File: config.mk
export PLATFORM = sky130hd
export DESIGN_NAME = cla_sub_pipe_5bit
export DESIGN_NICKNAME = d
export VERILOG_FILES = /design/src/rtl/cla_pkg.sv /design/src/rtl/cla_core.sv /design/src/rtl/cla_sub_pipe_5bit.sv
export SDC_FILE = /design/constraint.sdc
export NUM_CORES = 1
export LEC_CHECK = 0
export CAP_MARGIN = 30
export CORE_MARGIN = 2
export CORE_UTILIZATION = 51
export DETAILED_ROUTE_END_ITERATION = 10
export PLACE_DENSITY_LB_ADDON = 0.3
export SYNTH_ARGS = -nofsm -noshare
export SYNTH_HDL_FRONTEND = slang
export SYNTH_HIERARCHICAL = 1
export SYNTH_SLANG_ARGS = --single-unit
File: constraint.sdc
create_clock -name clk -period 3.5 [get_ports clk]
set_input_delay 0.525 -clock clk [delete_from_list [all_inputs] [get_ports clk]]
set_output_delay 0.525 -clock clk [all_outputs]
set_load 0.01 [all_outputs]
File: src/rtl/cla_pkg.sv
// Shared definitions for the 5-bit carry-lookahead adder/subtractor family.
package cla_pkg;

    // Default operand/result width for the adder and subtractor datapaths.
    localparam int CLA_WIDTH = 5;

    // Status flags produced alongside every arithmetic result.
    typedef struct packed {
        logic bout;
        logic ovf;
        logic zero;
    } cla_flags_t;

    // Result bundle {Diff, Bout, Ovf, Zero} at the default width; the adder's
    // output stage registers the same layout.
    typedef struct packed {
        logic [CLA_WIDTH-1:0] diff;
        cla_flags_t           flags;
    } cla_result_t;

endpackage

File: src/rtl/cla_core.sv
// Purely combinational WIDTH-bit carry-lookahead adder: sum = a + b + cin.
// Every carry is a flat sum-of-products of generate/propagate terms, so no
// carry depends on a previously computed carry.
module cla_core
    import cla_pkg::*;
#(
    parameter int WIDTH = CLA_WIDTH
) (
    input  logic [WIDTH-1:0] a,
    input  logic [WIDTH-1:0] b,
    input  logic             cin,
    output logic [WIDTH-1:0] sum,
    output logic             cout
);

    logic [WIDTH-1:0] g;
    logic [WIDTH-1:0] p;
    logic [WIDTH:0]   gen_ext;
    logic [WIDTH:0]   c;

    // Carry into bit i+1: OR over j of gen_ext[j] & p[j] & ... & p[i], where
    // gen_ext[0] is the carry-in and gen_ext[j] = g[j-1].
    function automatic logic lookahead(input logic [WIDTH:0] gen,
                                       input logic [WIDTH-1:0] prop,
                                       input int i);
        logic r;
        logic prod;
        r = 1'b0;
        for (int j = 0; j <= WIDTH; j++) begin
            if (j <= i + 1) begin
                prod = gen[j];
                for (int k = 0; k < WIDTH; k++) begin
                    if (k >= j && k <= i) begin
                        prod = prod & prop[k];
                    end
                end
                r = r | prod;
            end
        end
        return r;
    endfunction

    assign g       = a & b;
    assign p       = a ^ b;
    assign gen_ext = {g, cin};
    assign c[0]    = cin;

    for (genvar i = 0; i < WIDTH; i++) begin : g_carry
        assign c[i+1] = lookahead(gen_ext, p, i);
    end

    assign sum  = p ^ c[WIDTH-1:0];
    assign cout = c[WIDTH];

endmodule

File: src/rtl/cla_sub_pipe_5bit.sv
// Two-stage pipelined subtractor Diff = A - B - Bin, computed as
// A + ~B + ~Bin on a lookahead core, with valid/ready on both sides.
module cla_sub_pipe_5bit
    import cla_pkg::*;
#(
    parameter int WIDTH = CLA_WIDTH
) (
    input  logic             clk,
    input  logic             reset,
    input  logic             in_valid,
    output logic             in_ready,
    input  logic [WIDTH-1:0] A,
    input  logic [WIDTH-1:0] B,
    input  logic             Bin,
    output logic             out_valid,
    input  logic             out_ready,
    output logic [WIDTH-1:0] Diff,
    output logic             Bout,
    output logic             Ovf,
    output logic             Zero
);

    logic             s1_en;
    logic             s2_en;
    logic             s1_valid;
    logic             s2_valid;

    logic [WIDTH-1:0] a_p1;
    logic [WIDTH-1:0] bn_p1;
    logic             cin_p1;
    logic             asgn_p1;
    logic             bsgn_p1;

    logic [WIDTH-1:0] sum_p1;
    logic             cout_p1;
    cla_flags_t       flags_nxt;

    logic [WIDTH-1:0] diff_p2;
    cla_flags_t       flags_p2;

    // A stage advances when it is empty or its contents move downstream.
    always_comb begin
        s2_en    = !s2_valid || out_ready;
        s1_en    = !s1_valid || s2_en;
        in_ready = s1_en;
    end

    // ---- stage 1: capture minuend, inverted subtrahend, inverted borrow ----
    // Inverting B and Bin here turns the subtraction into a plain addition.
    always_ff @(posedge clk) begin
        if (reset) begin
            s1_valid <= 1'b0;
            a_p1     <= '0;
            bn_p1    <= '0;
            cin_p1   <= 1'b0;
            asgn_p1  <= 1'b0;
            bsgn_p1  <= 1'b0;
        end else if (s1_en) begin
            s1_valid <= in_valid;
            a_p1     <= A;
            bn_p1    <= ~B;
            cin_p1   <= ~Bin;
            asgn_p1  <= A[WIDTH-1];
            bsgn_p1  <= B[WIDTH-1];
        end
    end

    cla_core #(.WIDTH(WIDTH)) u_core (
        .a    (a_p1),
        .b    (bn_p1),
        .cin  (cin_p1),
        .sum  (sum_p1),
        .cout (cout_p1)
    );

    // Flags: a missing carry-out means the unsigned subtraction borrowed;
    // signed overflow only when operand signs differ and the result sign
    // departs from the minuend's.
    always_comb begin
        flags_nxt      = '0;
        flags_nxt.bout = ~cout_p1;
        flags_nxt.ovf  = (asgn_p1 != bsgn_p1) && (sum_p1[WIDTH-1] != asgn_p1);
        flags_nxt.zero = (sum_p1 == '0);
    end

    // ---- stage 2: register difference and flags for the output side ----
    always_ff @(posedge clk) begin
        if (reset) begin
            s2_valid <= 1'b0;
            diff_p2  <= '0;
            flags_p2 <= '0;
        end else if (s2_en) begin
            s2_valid <= s1_valid;
            diff_p2  <= sum_p1;
            flags_p2 <= flags_nxt;
        end
    end

    assign out_valid = s2_valid;
    assign Diff      = diff_p2;
    assign Bout      = flags_p2.bout;
    assign Ovf       = flags_p2.ovf;
    assign Zero      = flags_p2.zero;

endmodule
==> flow_summary.json, run 1 <==
{
  "status": "finished clean",
  "postLayoutSetupSlackWorst_ns": 0.8995,
  "syn_area_sq_um": 1036,
  "timing.hold.worst.class": "reg -> reg",
  "num_io_pins": 25,
  "num-nets-final": 158,
  "max_clock_freq_ghz": 0.3845,
  "crit_type": "in -> out",
  "critical_path.n_buffers_inverters": 3,
  "r2r_end": "Ovf",
  "cts-root-buf": "clkbuf_4",
  "area_growth_pct": 26.81,
  "maxCapViolCount": 0,
  "post_cts.resized_instances": 0,
  "clock_path_buffers": 2,
  "core-area_sq_um": 1942,
  "post_dp_cell_area_sq_um": 1261,
  "n_antenna_cell": 0,
  "grt_start_max_net_pins": 23,
  "wirelength_microns": 1817,
  "timing.max_slew.rel_slack": 0.3878,
  "cts_tree": "built",
  "synth.ff_latch_count": 22,
  "switching_share": 0.2286,
  "yosys.cell_types.count": 29,
  "share_of_post_route_cells_with_drive_strength_above_1": 0.1037,
  "preCtsSetupSlack_ns": 0.8776,
  "synth_largest_area_cell": "dfxtp_1",
  "timing.critical_path.arrival_ns": 2.08,
  "post_drt_via_cell_ratio": 4.944,
  "netSwitchingPower_mw": 0.1307,
  "fp.dieW_microns": 49.07,
  "worst_slew_pin_slew_ns": 0.9154,
  "timing.hold.worst_path_depth": 2,
  "initial_core_util": 0.5335,
  "clock_power_share": 0.335,
  "clock_sink_count": 22,
  "cts.htree.levels": 1,
  "post_cts_repair_timing_setup_buffer_count": 0,
  "numCtsBuffers": 3,
  "buffer_ports.inserted": 24,
  "ys_seq_area_frac": 0.4251,
  "timing.clock.skew_ns": 0.001368,
  "global_route.usage.total": 0.1651,
  "comb_power_share": 0.176,
  "std_cell_rows": 16,
  "setup-violations-final": 0,
  "critPathLaunchType": "input pin",
  "ant_nets": 0,
  "timing.critical_path.slowest_cell_delay_ns": 0.51,
  "min_to": "Diff[4]",
  "drt-pass1-iter-count": 4,
  "worstHoldStart": "Diff[4]",
  "timing.final.hold_violations": 0,
  "detail_route.wl_per_cell_microns": 11.22,
  "syn_nets": 135,
  "timing.critical_path.to_type": "primary output",
  "p_seq_frac": 0.489,
  "grt_antenna_before_repair": 0,
  "r2r_cells": 8,
  "gr-total-overflow": 0,
  "final_common_cell": "clkdlybuf4s50_1",
  "worst_skew_pair.late_latency_ns": 0.30,
  "postSynthAreaPerCell_sq_um": 9.168,
  "setup-tns-final_ns": 0,
  "cts.clk_slew.worst_paths_ns": 0.12,
  "timing.critical_path.mode_cell": "clkdlybuf4s50_1",
  "fin_crit_sh": 0.7430,
  "critPathMaxFanout": 19,
  "layout_common_cells": "clkdlybuf4s50_1, nand2_1, dfxtp_1",
  "hpwl_microns": 1418,
  "timing.reg2reg.setup_slack_ns": 1.43,
  "finalCriticalPeriod_ns": 2.601,
  "synth_top_area_share": 0.4251,
  "critical_path.cell_chain": "clkdlybuf4s50_1 > and3b_1 > inv_8 > clkdlybuf4s50_1",
  "die_h_microns": 49.07,
  "r2r_start": "bn_p1[0]",
  "die-area_sq_um": 2408,
  "total_leakage_power_nw": 0.5577,
  "gp_routability_congestion": 0.7434,
  "pwr_density_cell_nw_per_um2": 435.3,
  "cts.hold.buffers_added": 0,
  "final_area_sq_um": 1314,
  "post_synth_inst_count": 113,
  "vdd_drop_max_mv": 0.3252,
  "synth.top_cells.by_area": "dfxtp_1, nand2_1, a211oi_2",
  "stdcell_count": 162,
  "drt_iter0_drc": 14,
  "setup_repair_after_global_routing_missed_its_margin": "false",
  "timing.final.max_slew_violations": 0,
  "grt_pass1_vias": 758,
  "crit_required_ns": 2.97,
  "cpLargestDelayFamily": "buffers and inverters",
  "place.detailed.instances": 158,
  "internal-power_mw": 0.4411,
  "post-layout-total-power_mw": 0.5718,
  "num_vias": 801,
  "post_detailed_route_drc_marker_count": 0,
  "grt_pass1_wl_microns": 3091,
  "worst_path_max_delay_cell": "clkdlybuf4s50_1",
  "ys_warn_count": 6
}
## power groups by stage
stage | sequential [mW] | clock, mW | combinational (mW)
floorplan | 0.288 | 0 | 0.0534
global placement | 0.284 | 0 | 0.0974
detailed placement | 0.286 | 0 | 0.100
CTS | 0.280 | 0.197 | 0.101
global route | 0.283 | 0.208 | 0.110
finish | 0.280 | 0.192 | 0.101
## flip-flops by register name, indices dropped and copies added, names as in the netlist
signal,cells
Diff,5
a_p1,5
bn_p1,5
Bout,1
Ovf,1
Zero,1
bsgn_p1,1
cin_p1,1
out_valid,1
s1_valid,1
## synth_stat cells
| cell type | n |
|---|---|
| inv_8 | 1 |
| buf_1 | 1 |
| and2b_2 | 1 |
| and3b_1 | 2 |
| or2_0 | 1 |
| o21bai_1 | 1 |
| nand2_1 | 23 |
| buf_2 | 2 |
| o22ai_2 | 1 |
| a211oi_1 | 2 |
| nor2_1 | 15 |
| a211oi_2 | 6 |
| nand2b_1 | 1 |
| o22ai_1 | 1 |
| o21a_1 | 1 |
| or3_1 | 1 |
| inv_1 | 1 |
| clkbuf_1 | 1 |
| nand3_1 | 1 |
| xor2_1 | 1 |
| a21oi_1 | 12 |
| fa_1 | 1 |
| nor3_1 | 2 |
| o21a_4 | 1 |
| dfxtp_1 | 22 |
| buf_12 | 1 |
| ha_1 | 6 |
| buf_6 | 1 |
| xnor2_1 | 3 |
## through the flow
stage,hold WS (ns),utilization
finish,0.4573,0.6765
detailed placement,0.4434,0.6495
global route,0.4893,0.6765
floorplan,0.4323,-
global placement,0.4389,0.6495
CTS,0.4606,0.6765
## final cells by class
class                   count  area (sq um)
flip-flops and latches     22         440.4
clock buffers               3         22.52
multi-input cells          83         531.8
clock inverters             1         30.03
repair buffers             24         240.2
inverters                   2         15.01
well taps                  27         33.78
fillers                   181         628.1
## worst max-delay path by stage
stage / startpoint / end / slack, ns / depth (start not counted)
finish: out_ready / in_ready / 0.90 / 4
detailed placement: out_ready / in_ready / 0.88 / 4
floorplan: a_p1[0] / Ovf / 1.65 / 8
global route: out_ready / in_ready / 0.81 / 4
CTS: out_ready / in_ready / 0.87 / 4
global placement: out_ready / in_ready / 0.94 / 4
## logic make-up (layout without fill, tap and decap cells)
family | count (synthesis) | in the layout | synth area share
simple gates | 47 | 47 | 0.1957
compound gates | 25 | 25 | 0.1920
flops | 22 | 22 | 0.4251
buf+inv | 8 | 30 | 0.06158
fa+ha+maj | 7 | 7 | 0.09179
xor+xnor | 4 | 4 | 0.03382
## worst register-to-register path: cells and delay by family (launching register included)
kind	cells	cell delay [ns]
compound gates	3	0.63
xor+xnor	1	0.15
fa+ha+maj	2	0.45
flops	1	0.41
simple gates	2	0.29
## layer usage
layer	GRT usage	wire, microns	vias to the layer above
li1	-	-	425
met1	0.1783	805	353
met2	0.3041	928	21
met3	0.02761	68	2
met4	0.08571	14	0
met5	0	0	-
Power figures use the tool's default switching activity.
==> run 2, diff against run 1 <==
--- a/config.mk
+++ b/config.mk
@@ -7,7 +7,7 @@
 export LEC_CHECK = 0
 export CAP_MARGIN = 30
 export CORE_MARGIN = 2
-export CORE_UTILIZATION = 51
+export CORE_UTILIZATION = 48
 export DETAILED_ROUTE_END_ITERATION = 10
 export PLACE_DENSITY_LB_ADDON = 0.3
 export SYNTH_ARGS = -nofsm -noshare
==> constraint.sdc (replaced) <==
create_clock -name clk -period 2.45 [get_ports clk]
set_input_delay 0.3675 -clock clk [delete_from_list [all_inputs] [get_ports clk]]
set_output_delay 0.3675 -clock clk [all_outputs]
set_load 0.01 [all_outputs]
==> run 2 against run 1 <==
Clock power up 2%. First-iteration DRC count down 21%. Die area up 5.7%. Via count up 3.7%. Critical path depth unchanged. Clock skew up 0.0016 ns. Critical path type unchanged. Largest power group unchanged.
==> flow_summary.json, run 2 (synthesis results as in run 1) <==
{
  "timing.critical_path.slowest_cell_delay_ns": 0.53,
  "post_detailed_route_drc_marker_count": 0,
  "drt-pass1-iter-count": 4,
  "fp.dieW_microns": 50.46,
  "detail_route.wl_per_cell_microns": 11.55,
  "clock_power_share": 0.265,
  "n_fill_cell": 184,
  "grt_pass1_wl_microns": 3346,
  "wirelength_microns": 1894,
  "r2r_start": "bn_p1[0]",
  "netSwitchingPower_mw": 0.1843,
  "cts-root-buf": "clkbuf_4",
  "hpwl_microns": 1478,
  "maxCapViolCount": 0,
  "crit_path_start": "out_ready",
  "internal-power_mw": 0.5560,
  "num-nets-final": 160,
  "num_vias": 831,
  "cts.clk_slew.worst_paths_ns": 0.12,
  "status": "finished clean",
  "switching_share": 0.2490,
  "stdcell_count": 164,
  "std_cell_rows": 16,
  "post_cts_repair_timing_setup_buffer_count": 0,
  "gp_routability_congestion": 0.7434,
  "timing.max_slew.rel_slack": 0.3811,
  "timing.critical_path.arrival_ns": 1.72,
  "die_h_microns": 50.46,
  "comb_power_share": 0.195,
  "grt_antenna_before_repair": 0,
  "cts.htree.levels": 1,
  "crit_type": "in -> out",
  "critPathLaunchType": "input pin",
  "die-area_sq_um": 2546,
  "grt_start_max_net_pins": 23,
  "finalCriticalPeriod_ns": 2.089,
  "setup-tns-final_ns": 0,
  "setup_repair_after_global_routing_missed_its_margin": "false",
  "p_seq_frac": 0.539,
  "pwr_density_cell_nw_per_um2": 564.0,
  "critPathMaxFanout": 3,
  "timing.critical_path.mode_cell": "clkdlybuf4s50_1",
  "layout.area.seq_sq_um": 440.4,
  "buffer_ports.inserted": 24,
  "total_leakage_power_nw": 0.5604,
  "timing.clock.skew_ns": 0.002982,
  "vdd_drop_max_mv": 0.3014,
  "worst_path_max_delay_cell": "clkdlybuf4s50_1",
  "post_cts.resized_instances": 0,
  "crit_required_ns": 2.08,
  "num_io_pins": 25,
  "cts_tree": "built",
  "final_common_cell": "clkdlybuf4s50_1",
  "clock_sink_count": 22,
  "share_of_post_route_cells_with_drive_strength_above_1": 0.1168,
  "core-area_sq_um": 2002,
  "post_dp_cell_area_sq_um": 1276,
  "timing.critical_path.to_type": "primary output",
  "timing.final.max_slew_violations": 0,
  "ant_nets": 0,
  "worst_slew_pin_slew_ns": 0.9255,
  "multiInputGateArea_sq_um": 531.8,
  "max_clock_freq_ghz": 0.4787,
  "final_area_sq_um": 1313,
  "cts.hold.buffers_added": 0,
  "grt_pass1_vias": 820,
  "fin_crit_sh": 0.8526,
  "post_drt_via_cell_ratio": 5.067,
  "post-layout-total-power_mw": 0.7403,
  "n_antenna_cell": 0,
  "layout_common_cells": "clkdlybuf4s50_1, nand2_1, dfxtp_1",
  "gr-total-overflow": 0,
  "timing.final.hold_violations": 0,
  "setup-violations-final": 0,
  "drt_iter0_drc": 11,
  "finalHoldWorstSlack_ns": 0.4564,
  "global_route.usage.total": 0.1762,
  "worst_skew_pair.late_latency_ns": 0.30,
  "area_growth_pct": 26.69,
  "numCtsBuffers": 3,
  "clock_path_buffers": 2,
  "initial_core_util": 0.5175,
  "critical_path.cell_chain": "clkdlybuf4s50_1 > and3b_1 > inv_8 > clkdlybuf4s50_1",
  "place.detailed.instances": 160,
  "worstHoldStart": "Diff[0]",
  "timing.hold.worst.class": "reg -> reg"
}
[run 2: metrics by stage]
| stage | setup WS (ns) | util |
|---|---|---|
| CTS | 0.3583 | 0.6556 |
| detailed placement | 0.3662 | 0.6375 |
| floorplan | 0.6016 | - |
| global route | 0.2679 | 0.6556 |
| global placement | 0.3641 | 0.6375 |
| finish | 0.3611 | 0.6556 |
[run 2: cell type report]
class                           instances  area share
Timing Repair Buffer                   26      0.1945
Inverter                                2     0.01144
Multi-Input combinational cell         83      0.4051
Tap cell                               27     0.02574
Clock buffer                            4     0.02765
Sequential cell                        22      0.3356
[run 2: worst paths after layout]
kind,endpoint,slack (ns),depth (start not counted)
setup reg to reg,Ovf,0.42,8
hold / removal,Diff[0],0.46,2
hold reg to reg,Diff[0],0.46,2
setup / recovery,in_ready,0.36,4
[run 2: routing by layer]
layer / share of wire / GRT usage
met3: 0.044 / 0.04167
met5: 0 / 0
met4: 0.028 / 0.1036
met1: 0.42 / 0.1839
met2: 0.51 / 0.3180
[run 2: critical path, delay by kind of cell]
family	cells	cell delay (ns)
buffers and inverters	3	1.08
AND/OR/NAND/NOR	1	0.27
[run 2: power groups by stage]
stage               Clock, mW  Sequential (mW)  Combinational (mW)
CTS                     0.205            0.400               0.145
global placement            0            0.406               0.140
detailed placement          0            0.408               0.145
global route            0.223            0.404               0.160
finish                  0.196            0.399               0.145
floorplan                   0            0.412              0.0763
